[src/rtl/spad_seq_ctrl.sv]
// ---------------------------------------------------------------------------
// spad_seq_ctrl
//
// Owns one scratchpad (1 read port, 1 write port, 1-cycle registered read).
// A job first fills the scratchpad from a valid/ready write stream (unless
// skip_fill is set), then replays words 0..len-1 for `reps` passes as a
// valid/ready read stream. Reads are issued against a 2-entry output FIFO
// using credits, so downstream backpressure never overflows the FIFO while
// still allowing one word per cycle when the consumer is always ready.
//
// Ports
//   clk, reset                    clock, synchronous active-high reset
//   i_start, i_cfg_len,
//   i_cfg_reps, i_cfg_skip_fill   job command and configuration (IDLE only)
//   i_wvalid, o_wready, i_wdata   fill stream
//   o_rvalid, i_rready,
//   o_rdata, o_rlast              replay stream (rlast = last word of a pass)
//   o_busy, o_done                status: not idle / one-cycle completion
//   o_spad_wen/waddr/wdata        scratchpad write port
//   o_spad_ren/raddr              scratchpad read port
//   i_spad_rdata                  scratchpad read data (one cycle after ren)
// ---------------------------------------------------------------------------
module spad_seq_ctrl #(
  parameter int DATA_WIDTH    = 16,
  parameter int ADDR_BITWIDTH = 9
) (
  input  logic                     clk,
  input  logic                     reset,
  input  logic                     i_start,
  input  logic [ADDR_BITWIDTH:0]   i_cfg_len,
  input  logic [7:0]               i_cfg_reps,
  input  logic                     i_cfg_skip_fill,
  input  logic                     i_wvalid,
  output logic                     o_wready,
  input  logic [DATA_WIDTH-1:0]    i_wdata,
  output logic                     o_rvalid,
  input  logic                     i_rready,
  output logic [DATA_WIDTH-1:0]    o_rdata,
  output logic                     o_rlast,
  output logic                     o_busy,
  output logic                     o_done,
  output logic                     o_spad_wen,
  output logic [ADDR_BITWIDTH-1:0] o_spad_waddr,
  output logic [DATA_WIDTH-1:0]    o_spad_wdata,
  output logic                     o_spad_ren,
  output logic [ADDR_BITWIDTH-1:0] o_spad_raddr,
  input  logic [DATA_WIDTH-1:0]    i_spad_rdata
);

  localparam int LW = ADDR_BITWIDTH + 1;
  localparam logic [LW-1:0]            DEPTH = {1'b1, {ADDR_BITWIDTH{1'b0}}};
  localparam logic [LW-1:0]            ONE_L = {{(LW-1){1'b0}}, 1'b1};
  localparam logic [ADDR_BITWIDTH-1:0] ONE_A = {{(ADDR_BITWIDTH-1){1'b0}}, 1'b1};

  typedef enum logic [1:0] {IDLE, FILL, STREAM} state_t;

  state_t                  state_reg;
  logic [LW-1:0]           len_reg;
  logic [7:0]              reps_reg;
  logic [LW-1:0]           wcnt_reg;
  logic [ADDR_BITWIDTH-1:0] raddr_reg;
  logic [7:0]              pass_reg;
  logic                    issue_done_reg;
  logic                    inflight_reg;
  logic                    inflight_last_reg;
  logic                    inflight_fin_reg;
  logic                    done_reg;

  // 2-entry output FIFO; each entry carries data, pass-last and job-final tags
  logic [DATA_WIDTH-1:0]   fifo_data [2];
  logic                    fifo_last [2];
  logic                    fifo_fin  [2];
  logic                    rd_ptr_reg;
  logic                    wr_ptr_reg;
  logic [1:0]              cnt_reg;

  logic [LW-1:0] len_eff;
  logic [LW-1:0] len_m1;
  logic          wfire;
  logic          pop;
  logic [2:0]    occ;
  logic          spad_ren;
  logic          raddr_last;
  logic          pass_last;
  logic          final_pop;

  always_comb begin
    len_eff    = (i_cfg_len > DEPTH) ? DEPTH : i_cfg_len;
    len_m1     = len_reg - ONE_L;
    wfire      = (state_reg == FILL) && i_wvalid;
    pop        = (cnt_reg != 2'd0) && i_rready;
    // Words already owed to the FIFO: stored ones not leaving this cycle plus
    // the read still in the scratchpad pipeline. Issue only if a slot is free.
    occ        = {1'b0, cnt_reg} - {2'b00, pop} + {2'b00, inflight_reg};
    spad_ren   = (state_reg == STREAM) && !issue_done_reg && (occ < 3'd2);
    raddr_last = ({1'b0, raddr_reg} == len_m1);
    pass_last  = (pass_reg == reps_reg - 8'd1);
    final_pop  = pop && fifo_fin[rd_ptr_reg];
  end

  assign o_wready     = (state_reg == FILL);
  assign o_spad_wen   = wfire;
  assign o_spad_waddr = wfire ? wcnt_reg[ADDR_BITWIDTH-1:0] : '0;
  assign o_spad_wdata = wfire ? i_wdata : '0;
  assign o_spad_ren   = spad_ren;
  assign o_spad_raddr = spad_ren ? raddr_reg : '0;
  assign o_rvalid     = (cnt_reg != 2'd0);
  assign o_rdata      = o_rvalid ? fifo_data[rd_ptr_reg] : '0;
  assign o_rlast      = o_rvalid & fifo_last[rd_ptr_reg];
  assign o_busy       = (state_reg != IDLE);
  assign o_done       = done_reg;

  always_ff @(posedge clk) begin
    if (reset) begin
      state_reg         <= IDLE;
      len_reg           <= '0;
      reps_reg          <= '0;
      wcnt_reg          <= '0;
      raddr_reg         <= '0;
      pass_reg          <= '0;
      issue_done_reg    <= 1'b0;
      inflight_reg      <= 1'b0;
      inflight_last_reg <= 1'b0;
      inflight_fin_reg  <= 1'b0;
      done_reg          <= 1'b0;
      fifo_data[0]      <= '0;
      fifo_data[1]      <= '0;
      fifo_last[0]      <= 1'b0;
      fifo_last[1]      <= 1'b0;
      fifo_fin[0]       <= 1'b0;
      fifo_fin[1]       <= 1'b0;
      rd_ptr_reg        <= 1'b0;
      wr_ptr_reg        <= 1'b0;
      cnt_reg           <= 2'd0;
    end else begin
      done_reg <= 1'b0;
      case (state_reg)
        IDLE: begin
          if (i_start && (len_eff != '0)) begin
            len_reg        <= len_eff;
            reps_reg       <= (i_cfg_reps == 8'd0) ? 8'd1 : i_cfg_reps;
            wcnt_reg       <= '0;
            raddr_reg      <= '0;
            pass_reg       <= '0;
            issue_done_reg <= 1'b0;
            state_reg      <= i_cfg_skip_fill ? STREAM : FILL;
          end
        end
        FILL: begin
          if (wfire) begin
            if (wcnt_reg == len_m1) begin
              wcnt_reg  <= '0;
              state_reg <= STREAM;
            end else begin
              wcnt_reg <= wcnt_reg + ONE_L;
            end
          end
        end
        STREAM: begin
          if (spad_ren) begin
            if (raddr_last) begin
              raddr_reg <= '0;
              if (pass_last) begin
                issue_done_reg <= 1'b1;
              end else begin
                pass_reg <= pass_reg + 8'd1;
              end
            end else begin
              raddr_reg <= raddr_reg + ONE_A;
            end
          end
          // The final word can only be popped after every issue has returned,
          // so the FIFO and pipeline are empty when we drop back to IDLE.
          if (final_pop) begin
            state_reg <= IDLE;
            done_reg  <= 1'b1;
          end
        end
        default: state_reg <= IDLE;
      endcase

      // Return path: the scratchpad answers one cycle after the issue.
      inflight_reg      <= spad_ren;
      inflight_last_reg <= raddr_last;
      inflight_fin_reg  <= raddr_last && pass_last;
      if (inflight_reg) begin
        fifo_data[wr_ptr_reg] <= i_spad_rdata;
        fifo_last[wr_ptr_reg] <= inflight_last_reg;
        fifo_fin[wr_ptr_reg]  <= inflight_fin_reg;
        wr_ptr_reg            <= ~wr_ptr_reg;
      end
      if (pop) begin
        rd_ptr_reg <= ~rd_ptr_reg;
      end
      cnt_reg <= cnt_reg + {1'b0, inflight_reg} - {1'b0, pop};
    end
  end

endmodule

[config.mk]
export PLATFORM = sky130hd
export DESIGN_NAME = spad_seq_ctrl
export DESIGN_NICKNAME = d
export VERILOG_FILES = /design/src/rtl/spad_seq_ctrl.sv
export SDC_FILE = /design/constraint.sdc
export NUM_CORES = 1
export LEC_CHECK = 0
export CAP_MARGIN = 5
export CORE_ASPECT_RATIO = 1.2
export CORE_MARGIN = 2
export CORE_UTILIZATION = 48
export CTS_BUF_LIST = sky130_fd_sc_hd__clkbuf_8
export DETAILED_ROUTE_END_ITERATION = 8
export HOLD_SLACK_MARGIN = 0.12
export PLACE_DENSITY = 0.79
export SLEW_MARGIN = 0
export SYNTH_ARGS = -nofsm -noshare
export SYNTH_HDL_FRONTEND = slang
export SYNTH_SLANG_ARGS = --single-unit
export TNS_END_PERCENT = 10
[constraint.sdc]
create_clock -name clk -period 3.5 [get_ports clk]
set_input_delay 0.7 -clock clk [delete_from_list [all_inputs] [get_ports clk]]
set_output_delay 0.7 -clock clk [all_outputs]
set_load 0.01 [all_outputs]
==> reports/metrics.yaml, run 1 <==
status:
  outcome: "finished, violations left"
  violations: "setup timing"
placement:
  place.gp.congestion: 0.8951
  placed_cells: 779
  portBuffers: 112
  hpwl_mm: 9.500
  place_area_um2: 6516
grt:
  grt-ovfl-total: 0
  grt.total_usage_pct: 22.51
  grt_pass1_wl_mm: 21.56
  grt_start_max_net_pins: 32
  grt_antenna_before_repair: 0
  first_global_vias: 4504
synthesis:
  synth_seq_area_share_pct: 42.44
  ys_types: 64
  synth_top_area_cell: "dfxtp_1"
  avgSynthCellArea_um2: 9.452
  netlist_area_um2: 5236
  synth_area_leaders: "dfxtp_1, edfxtp_1, and2_1"
  yosysWarnings: 0
  synth_top_area_share_pct: 21.79
  synth_seq_cells: 93
  synth_commonest_cells: "and2_1, nor2_1, dfxtp_1, edfxtp_1, mux2i_1"
  synth_nets: 618
  synthArstFlopShare_pct: 0
  synth_ff_type: "dfxtp_1"
  syn_inst: 554
  synth-edff-count: 36
  synth.most_common_cell: "and2_1"
sta:
  setup_ws_ns: -0.05064
  setup_viol: 10
  period_needed_ns: 3.551
  finalHoldViolCount: 0
  max_freq_ghz: 0.2816
  tns_ns: -0.3175
  fin_crit_sh_pct: 101.4
  rsz0062_at_grt: "true"
  clock_skew_ns: 0.01296
  drv_slew: 0
  worst_slew_pin_slew_ns: 0.8000
  relSlewSlack_pct: 46.67
cells_and_area:
  final_layout_size_suffix_gt1_share_pct: 13.18
  stdcell_count: 812
  largest_register_ffs: 32
  post-route-util_pct: 64.72
  nets: 742
  final_area_um2: 6839
  area_growth_pct: 30.61
  diodes: 0
critical_path:
  arrival_ns: 2.85
  reg2reg_to: "pass_reg[3]"
  crit_type: "reg2out"
  startpoint: "cnt_reg[0]"
  cp-endpoint: "o_spad_raddr[3]"
  reg2reg_slack_ns: 0.10
  worstPathMaxFanout: 5
  worstReg2RegStart: "cnt_reg[0]"
  cp-start-kind: "flip-flop"
  reg2regPathDepth: 13
  cp-end-kind: "output port"
  cp.required_ns: 2.80
cts:
  clk_pin_slew_worst_paths_ns: 0.09
  cts_hold_buffers: 0
  cts_buffer_depth: 2
  cts_tree: "yes"
  cts-htree-levels: 3
  cts_sinks: 93
  root_buffer: "clkbuf_8"
  insertion_delay_ns: 0.37
  cts_made_buffers: 9
die:
  die_area_um2: 11760
  start_util_pct: 49.55
  ios: 113
  dieHeight_um: 118.4
  num_rows: 41
  chipWidth_um: 99.35
  coreArea_um2: 10570
detailed_routing:
  wire_per_inst_um: 16.11
  dr.pass1.iters: 5
  wirelength_mm: 13.08
  drc: 0
  vias: 4419
  antenna_left: 0
  via_per_inst: 5.442
  first_iter_violations: 185
power_and_ir_drop:
  irDropWorstVdd_v: 0.0002792
  total_power_mw: 2.975
  power_per_cell_area_nw_per_um2: 435.1
  p_leak_nw: 2.535
min_path:
  holdPathStages: 1
  hold_class: "reg2reg"
run:
  maxCapViolCount: 0
routing by layer:
layer / vias up / routed length, µm / share of wire, % / track usage [%]
met1: 2089 / 5251 / 40 / 26.06
met5: - / 0 / 0 / 0
li1: 2196 / - / - / -
met2: 114 / 6899 / 53 / 41.01
met3: 20 / 636 / 4.9 / 4.435
met4: 0 / 292 / 2.2 / 7.363
cells by family after synthesis:
kind of cell / share of synthesized area (%)
AND/OR/NAND/NOR: 28.10
multiplexers: 6.141
AO/OA/AOI/OAI: 8.603
buffers and inverters: 3.775
XOR/XNOR: 8.889
flip-flops: 42.44
adder cells (fa/ha/maj): 2.055
power breakdown:
| group | leakage [nW] | switching [mW] | internal (mW) |
|---|---|---|---|
| registers | 0.836 | 0.0650 | 1.20 |
| clock network | 0.0881 | 0.411 | 0.268 |
| logic | 1.61 | 0.479 | 0.555 |
| total | 2.53 | 0.955 | 2.02 |
what timing repair did:
action	in CTS	in global routing
pin swaps	5	2
endpoints found under the hold margin	0	0
buffers inserted	14	2
cloned	1	0
resized for setup	57	3
setup endpoints to repair	27	25
worst min-delay path by stage:
stage,from,end
final,issue_done_reg,issue_done_reg
after global routing,issue_done_reg,issue_done_reg
after floorplan,issue_done_reg,issue_done_reg
after CTS,issue_done_reg,issue_done_reg
after global placement,issue_done_reg,issue_done_reg
after detailed placement,issue_done_reg,issue_done_reg
layout by cell type, fill, tap and decap left out, drive strengths merged, types with 12 or more instances in the layout:
cell type	count
clkdlybuf4s50	100
and2	72
nor2	59
dfxtp	57
buf	44
edfxtp	36
mux2i	31
xnor2	30
nand2	24
nor3	23
xor2	18
inv	16
a21oi	13
o21ai	12
stage by stage:
stage | setup WS, ns | hold slack [ns]
finish | -0.05064 | 0.4830
global route | -0.1900 | 0.5015
CTS | -0.08690 | 0.4824
detailed placement | -0.8972 | 0.4522
global placement | -0.8828 | 0.4508
floorplan | 0.03312 | 0.4328
cell type report:
type	count	area [µm²]
clock buffers	9	123.9
clock inverters	7	57.56
fillers	858	3729
inverters	13	51.30
multi-input cells	415	2884
flip-flops and latches	93	2225
well taps	129	161.4
repair buffers	145	1329
repair inverters	1	7.507
critical path: stages, from the launching register on:
cell and delay [ns]:
dfxtp_2 0.34, nor2_4 0.11, inv_2 0.04, and2_4 0.14, ha_4 0.25, inv_2 0.04
ha_4 0.14, fa_1 0.46, or4_4 0.59, clkinvlp_4 0.12, and2_1 0.12, buf_2 0.12
Note: power is estimated with default switching activity, not from simulation.
==> inputs of run 2 (changes only) <==
CORE_UTILIZATION = 53   (was 48)
PLACE_DENSITY = 0.83   (was 0.79)
RECOVER_POWER = 25   (was default)
clock period = 3.7 ns   (was 3.5 ns; I/O delays follow)
==> run 2 against run 1 <==
The run now ends clean. Worst setup slack improved by 0.074 ns. Cell count fell by 0.86%. Global-route usage rose by 1.9 points. Sequential share of layout area rose by 0.15 points. Utilization rose by 6.5 points. Critical endpoint unchanged.
==> reports/metrics.yaml, run 2 (synthesis gave the netlist of run 1 again) <==
grt:
  grt_start_max_net_pins: 33
  grt-ovfl-total: 0
  grt_pass1_wl_mm: 20.90
  first_global_vias: 4516
  grt.total_usage_pct: 24.43
  grt_antenna_before_repair: 0
die:
  ios: 113
  coreArea_um2: 9564
  start_util_pct: 54.75
  die_area_um2: 10690
  chipWidth_um: 94.74
  dieHeight_um: 112.9
  num_rows: 39
critical_path:
  cp.required_ns: 2.96
  arrival_ns: 2.94
  reg2regPathDepth: 14
  cp-end-kind: "output port"
  reg2reg_to: "pass_reg[7]"
  worstPathMaxFanout: 5
  worstReg2RegStart: "cnt_reg[1]"
  cp-start-kind: "flip-flop"
  crit_type: "reg2out"
  reg2reg_slack_ns: 0.22
sta:
  period_needed_ns: 3.676
  relSlewSlack_pct: 6.895
  setup_viol: 0
  fin_crit_sh_pct: 99.36
  worst_slew_pin_slew_ns: 1.397
  max_freq_ghz: 0.2720
  rsz0062_at_grt: "true"
  drv_slew: 0
  finalHoldViolCount: 0
  clock_skew_ns: 0.01092
detailed_routing:
  wirelength_mm: 12.59
  drc: 0
  wire_per_inst_um: 15.64
  first_iter_violations: 195
  via_per_inst: 5.570
  antenna_left: 0
  dr.pass1.iters: 5
  vias: 4484
cts:
  cts_buffer_depth: 2
  cts_tree: "yes"
  root_buffer: "clkbuf_8"
  cts_hold_buffers: 0
  clk_pin_slew_worst_paths_ns: 0.10
  cts-htree-levels: 3
  cts_made_buffers: 9
  cts_sinks: 93
  insertion_delay_ns: 0.37
status:
  outcome: "finished, final reports clean"
cells_and_area:
  largest_register_ffs: 32
  final_cell_mix: "clkdlybuf4s50_1, nor2_1, dfxtp_1"
  fill_cells: 708
  stdcell_count: 805
  final_layout_size_suffix_gt1_share_pct: 12.32
  seqCellArea_um2: 2225
  diodes: 0
  multiInputGateArea_um2: 2882
  final_common_cell: "clkdlybuf4s50_1"
  area_growth_pct: 30.01
  nets: 741
power_and_ir_drop:
  p_sw_share_pct: 31.61
  combPwrFrac_pct: 33.7
  power_per_cell_area_nw_per_um2: 405.1
  p_clk_share_pct: 22.5
  p_seq_share_pct: 43.8
  total_power_mw: 2.758
  irDropWorstVdd_v: 0.0002001
  p_sw_uw: 871.7
  p_leak_nw: 2.510
  p_int_mw: 1.886
min_path:
  hold_path_startpoint: "pass_reg[6]"
  hold_path_end: "pass_reg[6]"
  hold_class: "reg2reg"
  holdPathStages: 2
placement:
  portBuffers: 112
  place.gp.congestion: 0.9371
  hpwl_mm: 9.041
  placed_cells: 772
run:
  maxCapViolCount: 0
[run 2: critical path: stages, from the launching register on]
cell        delay, ns
dfxtp_2          0.34
nor2_4           0.12
inv_2            0.05
and2_4           0.15
ha_4             0.25
inv_2            0.04
ha_4             0.14
fa_1             0.48
or4_4            0.61
clkinvlp_4       0.14
and2_1           0.12
buf_2            0.12
[run 2: worst max path at each step]
stage,cells past startpoint,endpoint,slack (ns),startpoint
4_1_cts,11,o_spad_raddr[3],0.0008,cnt_reg[0]
5_1_grt,11,o_spad_raddr[3],-0.05,cnt_reg[1]
3_5_place_dp,10,o_spad_raddr[6],-0.85,i_rready
6_report,11,o_spad_raddr[3],0.02,cnt_reg[1]
2_1_floorplan,12,pass_reg[5],0.01,i_rready
3_3_place_gp,10,o_spad_raddr[6],-0.80,i_rready
[run 2: layout make-up]
| type | count | share of cell area (%) |
|---|---|---|
| Tap cell | 123 | 2.261 |
| Sequential cell | 93 | 32.68 |
| Timing Repair Buffer | 144 | 19.33 |
| Clock inverter | 7 | 0.7168 |
| Clock buffer | 9 | 1.820 |
| Timing Repair inverter | 1 | 0.1103 |
| Multi-Input combinational cell | 415 | 42.33 |
| Inverter | 13 | 0.7535 |
[run 2: power by group through the flow]
stage	sequential, mW	combinational (mW)	clock [mW]
floorplan	1.19	0.484	0
global placement	1.22	0.738	0
detailed placement	1.23	0.755	0
CTS	1.21	0.903	0.630
global route	1.22	1.01	0.670
finish	1.21	0.930	0.620
[run 2: per-stage QoR]
stage	setup TNS, ns	hold slack (ns)	area [µm²]	util, %	setup WS (ns)
after floorplan	0	0.4328	5240	-	0.01098
after global placement	-18.56	0.4581	6485	67.80	-0.7967
after detailed placement	-19.85	0.4765	6485	67.80	-0.8474
after CTS	0	0.5081	6788	70.97	0.0008369
after global routing	-0.1770	0.5295	6808	71.18	-0.05469
final	0	0.5162	6808	71.18	0.02365
[run 2: routing by layer]
layer | track usage (%) | up-vias | share of wire [%]
li1 | - | 2191 | -
met1 | 27.42 | 2124 | 39
met2 | 45.39 | 145 | 53
met3 | 4.461 | 24 | 5.8
met4 | 8.696 | 0 | 2.3
met5 | 0 | - | 0
[run 2: timing repair]
action | CTS | global route
pin swaps | 6 | 6
gates resized for setup | 58 | 8
buffers inserted | 14 | 2
setup endpoints to repair | 27 | 27
cloned | 1 | 0
==> inputs of run 3 (changes only) <==
CORE_MARGIN = default   (was 2)
==> run 3 against run 2 <==
Sequential cell count did not move. Sequential power barely moved. Clock power is 5.6% higher. Critical endpoint is now o_spad_raddr[4]. Highest routed layer unchanged. Worst setup slack lost 0.0011 ns. Largest power group unchanged. Design area grew 0.40%.
==> reports/metrics.yaml, run 3 (synthesis gave the netlist of run 1 again) <==
sta:
  setup_ws_ns: 0.02260
  drv_slew: 0
  worst_slew_pin_slew_ns: 1.241
  clock_skew_ns: 0.008701
  tns_ns: 0
  max_freq_ghz: 0.2719
  whs_ns: 0.4871
  setup_viol: 0
  fin_crit_sh_pct: 99.39
  finalHoldViolCount: 0
  period_needed_ns: 3.677
  rsz0062_at_grt: "true"
  relSlewSlack_pct: 17.26
detailed_routing:
  drc: 0
  dr.pass1.iters: 4
  wirelength_mm: 12.29
  first_iter_violations: 174
  wire_per_inst_um: 15.27
  antenna_left: 0
  vias: 4430
  via_per_inst: 5.503
critical_path:
  arrival_ns: 2.94
  cp.required_ns: 2.96
  cp-end-kind: "output port"
  crit_type: "reg2out"
  worstPathMaxFanout: 5
  cp-start-kind: "flip-flop"
power_and_ir_drop:
  p_sw_uw: 887.2
  p_clk_share_pct: 23.5
  p_int_mw: 1.908
  combPwrFrac_pct: 33.1
  p_seq_share_pct: 43.5
  p_leak_nw: 2.508
  irDropWorstVdd_v: 0.0002212
  p_sw_share_pct: 31.74
  power_per_cell_area_nw_per_um2: 408.9
run:
  maxCapViolCount: 0
cts:
  insertion_delay_ns: 0.37
  root_buffer: "clkbuf_8"
  cts-htree-levels: 3
  cts_made_buffers: 9
  cts_tree: "yes"
  cts_sinks: 93
  cts_buffer_depth: 2
  clk_pin_slew_worst_paths_ns: 0.10
die:
  dieHeight_um: 110.9
  ios: 113
  chipWidth_um: 92.74
  start_util_pct: 54.75
  coreArea_um2: 9564
  die_area_um2: 10280
  num_rows: 39
placement:
  hpwl_mm: 9.022
  pre_cts_ws_ns: -0.8172
  place.gp.congestion: 0.9878
  portBuffers: 112
cells_and_area:
  final_layout_size_suffix_gt1_share_pct: 12.90
  fill_cells: 734
  final_common_cell: "clkdlybuf4s50_1"
  area_growth_pct: 30.54
  diodes: 0
  final_cell_mix: "clkdlybuf4s50_1, nor2_1, dfxtp_1"
  nets: 741
  largest_register_ffs: 32
grt:
  grt.total_usage_pct: 25.21
  grt_pass1_wl_mm: 20.74
  grt_antenna_before_repair: 0
  first_global_vias: 4432
  grt_start_max_net_pins: 30
  grt-ovfl-total: 0
min_path:
  hold_class: "reg2reg"
status:
  outcome: "finished, final reports clean"
==> run 3: cell types whose count changed in the layout (fill, tap and decap cells not counted), moves of 2 or more <==
cell        previous run  this run
clkinv_4               1         3
clkinvlp_2             2         0
inv_6                  3         0
buf_6                  3         5
and2_4                 4         6
and2_0                23        21
inv_8                  0         3
==> run 3: final cells by class <==
cell class	instances	area, µm²	share of cell area (%)
sequential	93	2225	32.55
tap	123	153.9	2.252
clock inverter	7	67.56	0.9885
inverter	13	51.30	0.7505
multi-input combinational	415	2883	42.17
clock buffer	9	123.9	1.812
timing repair buffer	144	1324	19.37
timing repair inverter	1	7.507	0.1098
==> run 3: routing by layer <==
| metal | vias up | GRT usage [%] | part of all wire, % |
|---|---|---|---|
| li1 | 2196 | - | - |
| met3 | 24 | 5.418 | 4.5 |
| met2 | 127 | 45.88 | 53 |
| met1 | 2083 | 28.55 | 40 |
| met4 | 0 | 9.128 | 2.4 |
| met5 | - | 0 | 0 |
==> run 3: metrics by stage <==
| stage | std cells | utilization, % | total power, mW | cell area, µm² |
|---|---|---|---|---|
| after floorplan | 554 | - | 1.671 | 5240 |
| after global placement | 774 | 68.01 | 1.967 | 6505 |
| after detailed placement | 774 | 68.01 | 1.996 | 6505 |
| after CTS | 804 | 71.31 | 2.782 | 6820 |
| after global routing | 805 | 71.47 | 2.950 | 6835 |
| final | 805 | 71.47 | 2.795 | 6835 |
==> run 3: power by group through the flow <==
stage | clock, mW | combinational, mW | sequential [mW]
after floorplan | 0 | 0.484 | 1.19
after CTS | 0.666 | 0.904 | 1.21
final | 0.655 | 0.924 | 1.21
after global routing | 0.717 | 1.01 | 1.22
after global placement | 0 | 0.738 | 1.23
after detailed placement | 0 | 0.763 | 1.23
==> run 3: critical path, stage by stage (launching register included) <==
cell,delay [ns]
dfxtp_2,0.35
nor2_4,0.13
inv_2,0.06
and2_4,0.15
ha_4,0.25
inv_2,0.04
ha_4,0.14
fa_1,0.46
or4_4,0.60
clkinvlp_4,0.14
and2_4,0.15
buf_6,0.10
==> run 3: timing repair <==
action	4_1_cts	5_1_grt
pin swaps	6	4
hold buffers	0	0
setup endpoints to repair	27	28
resized for setup	58	11
buffers inserted	13	1
gates cloned	1	0
==> run 3: final timing paths <==
path | startpoint | to | slack [ns] | cells after the start
worst min-delay path | issue_done_reg | issue_done_reg | 0.49 | 1
worst min register to register | issue_done_reg | issue_done_reg | 0.49 | 1
worst max-delay path | cnt_reg[1] | o_spad_raddr[4] | 0.02 | 11
worst max register to register | cnt_reg[1] | pass_reg[5] | 0.18 | 14
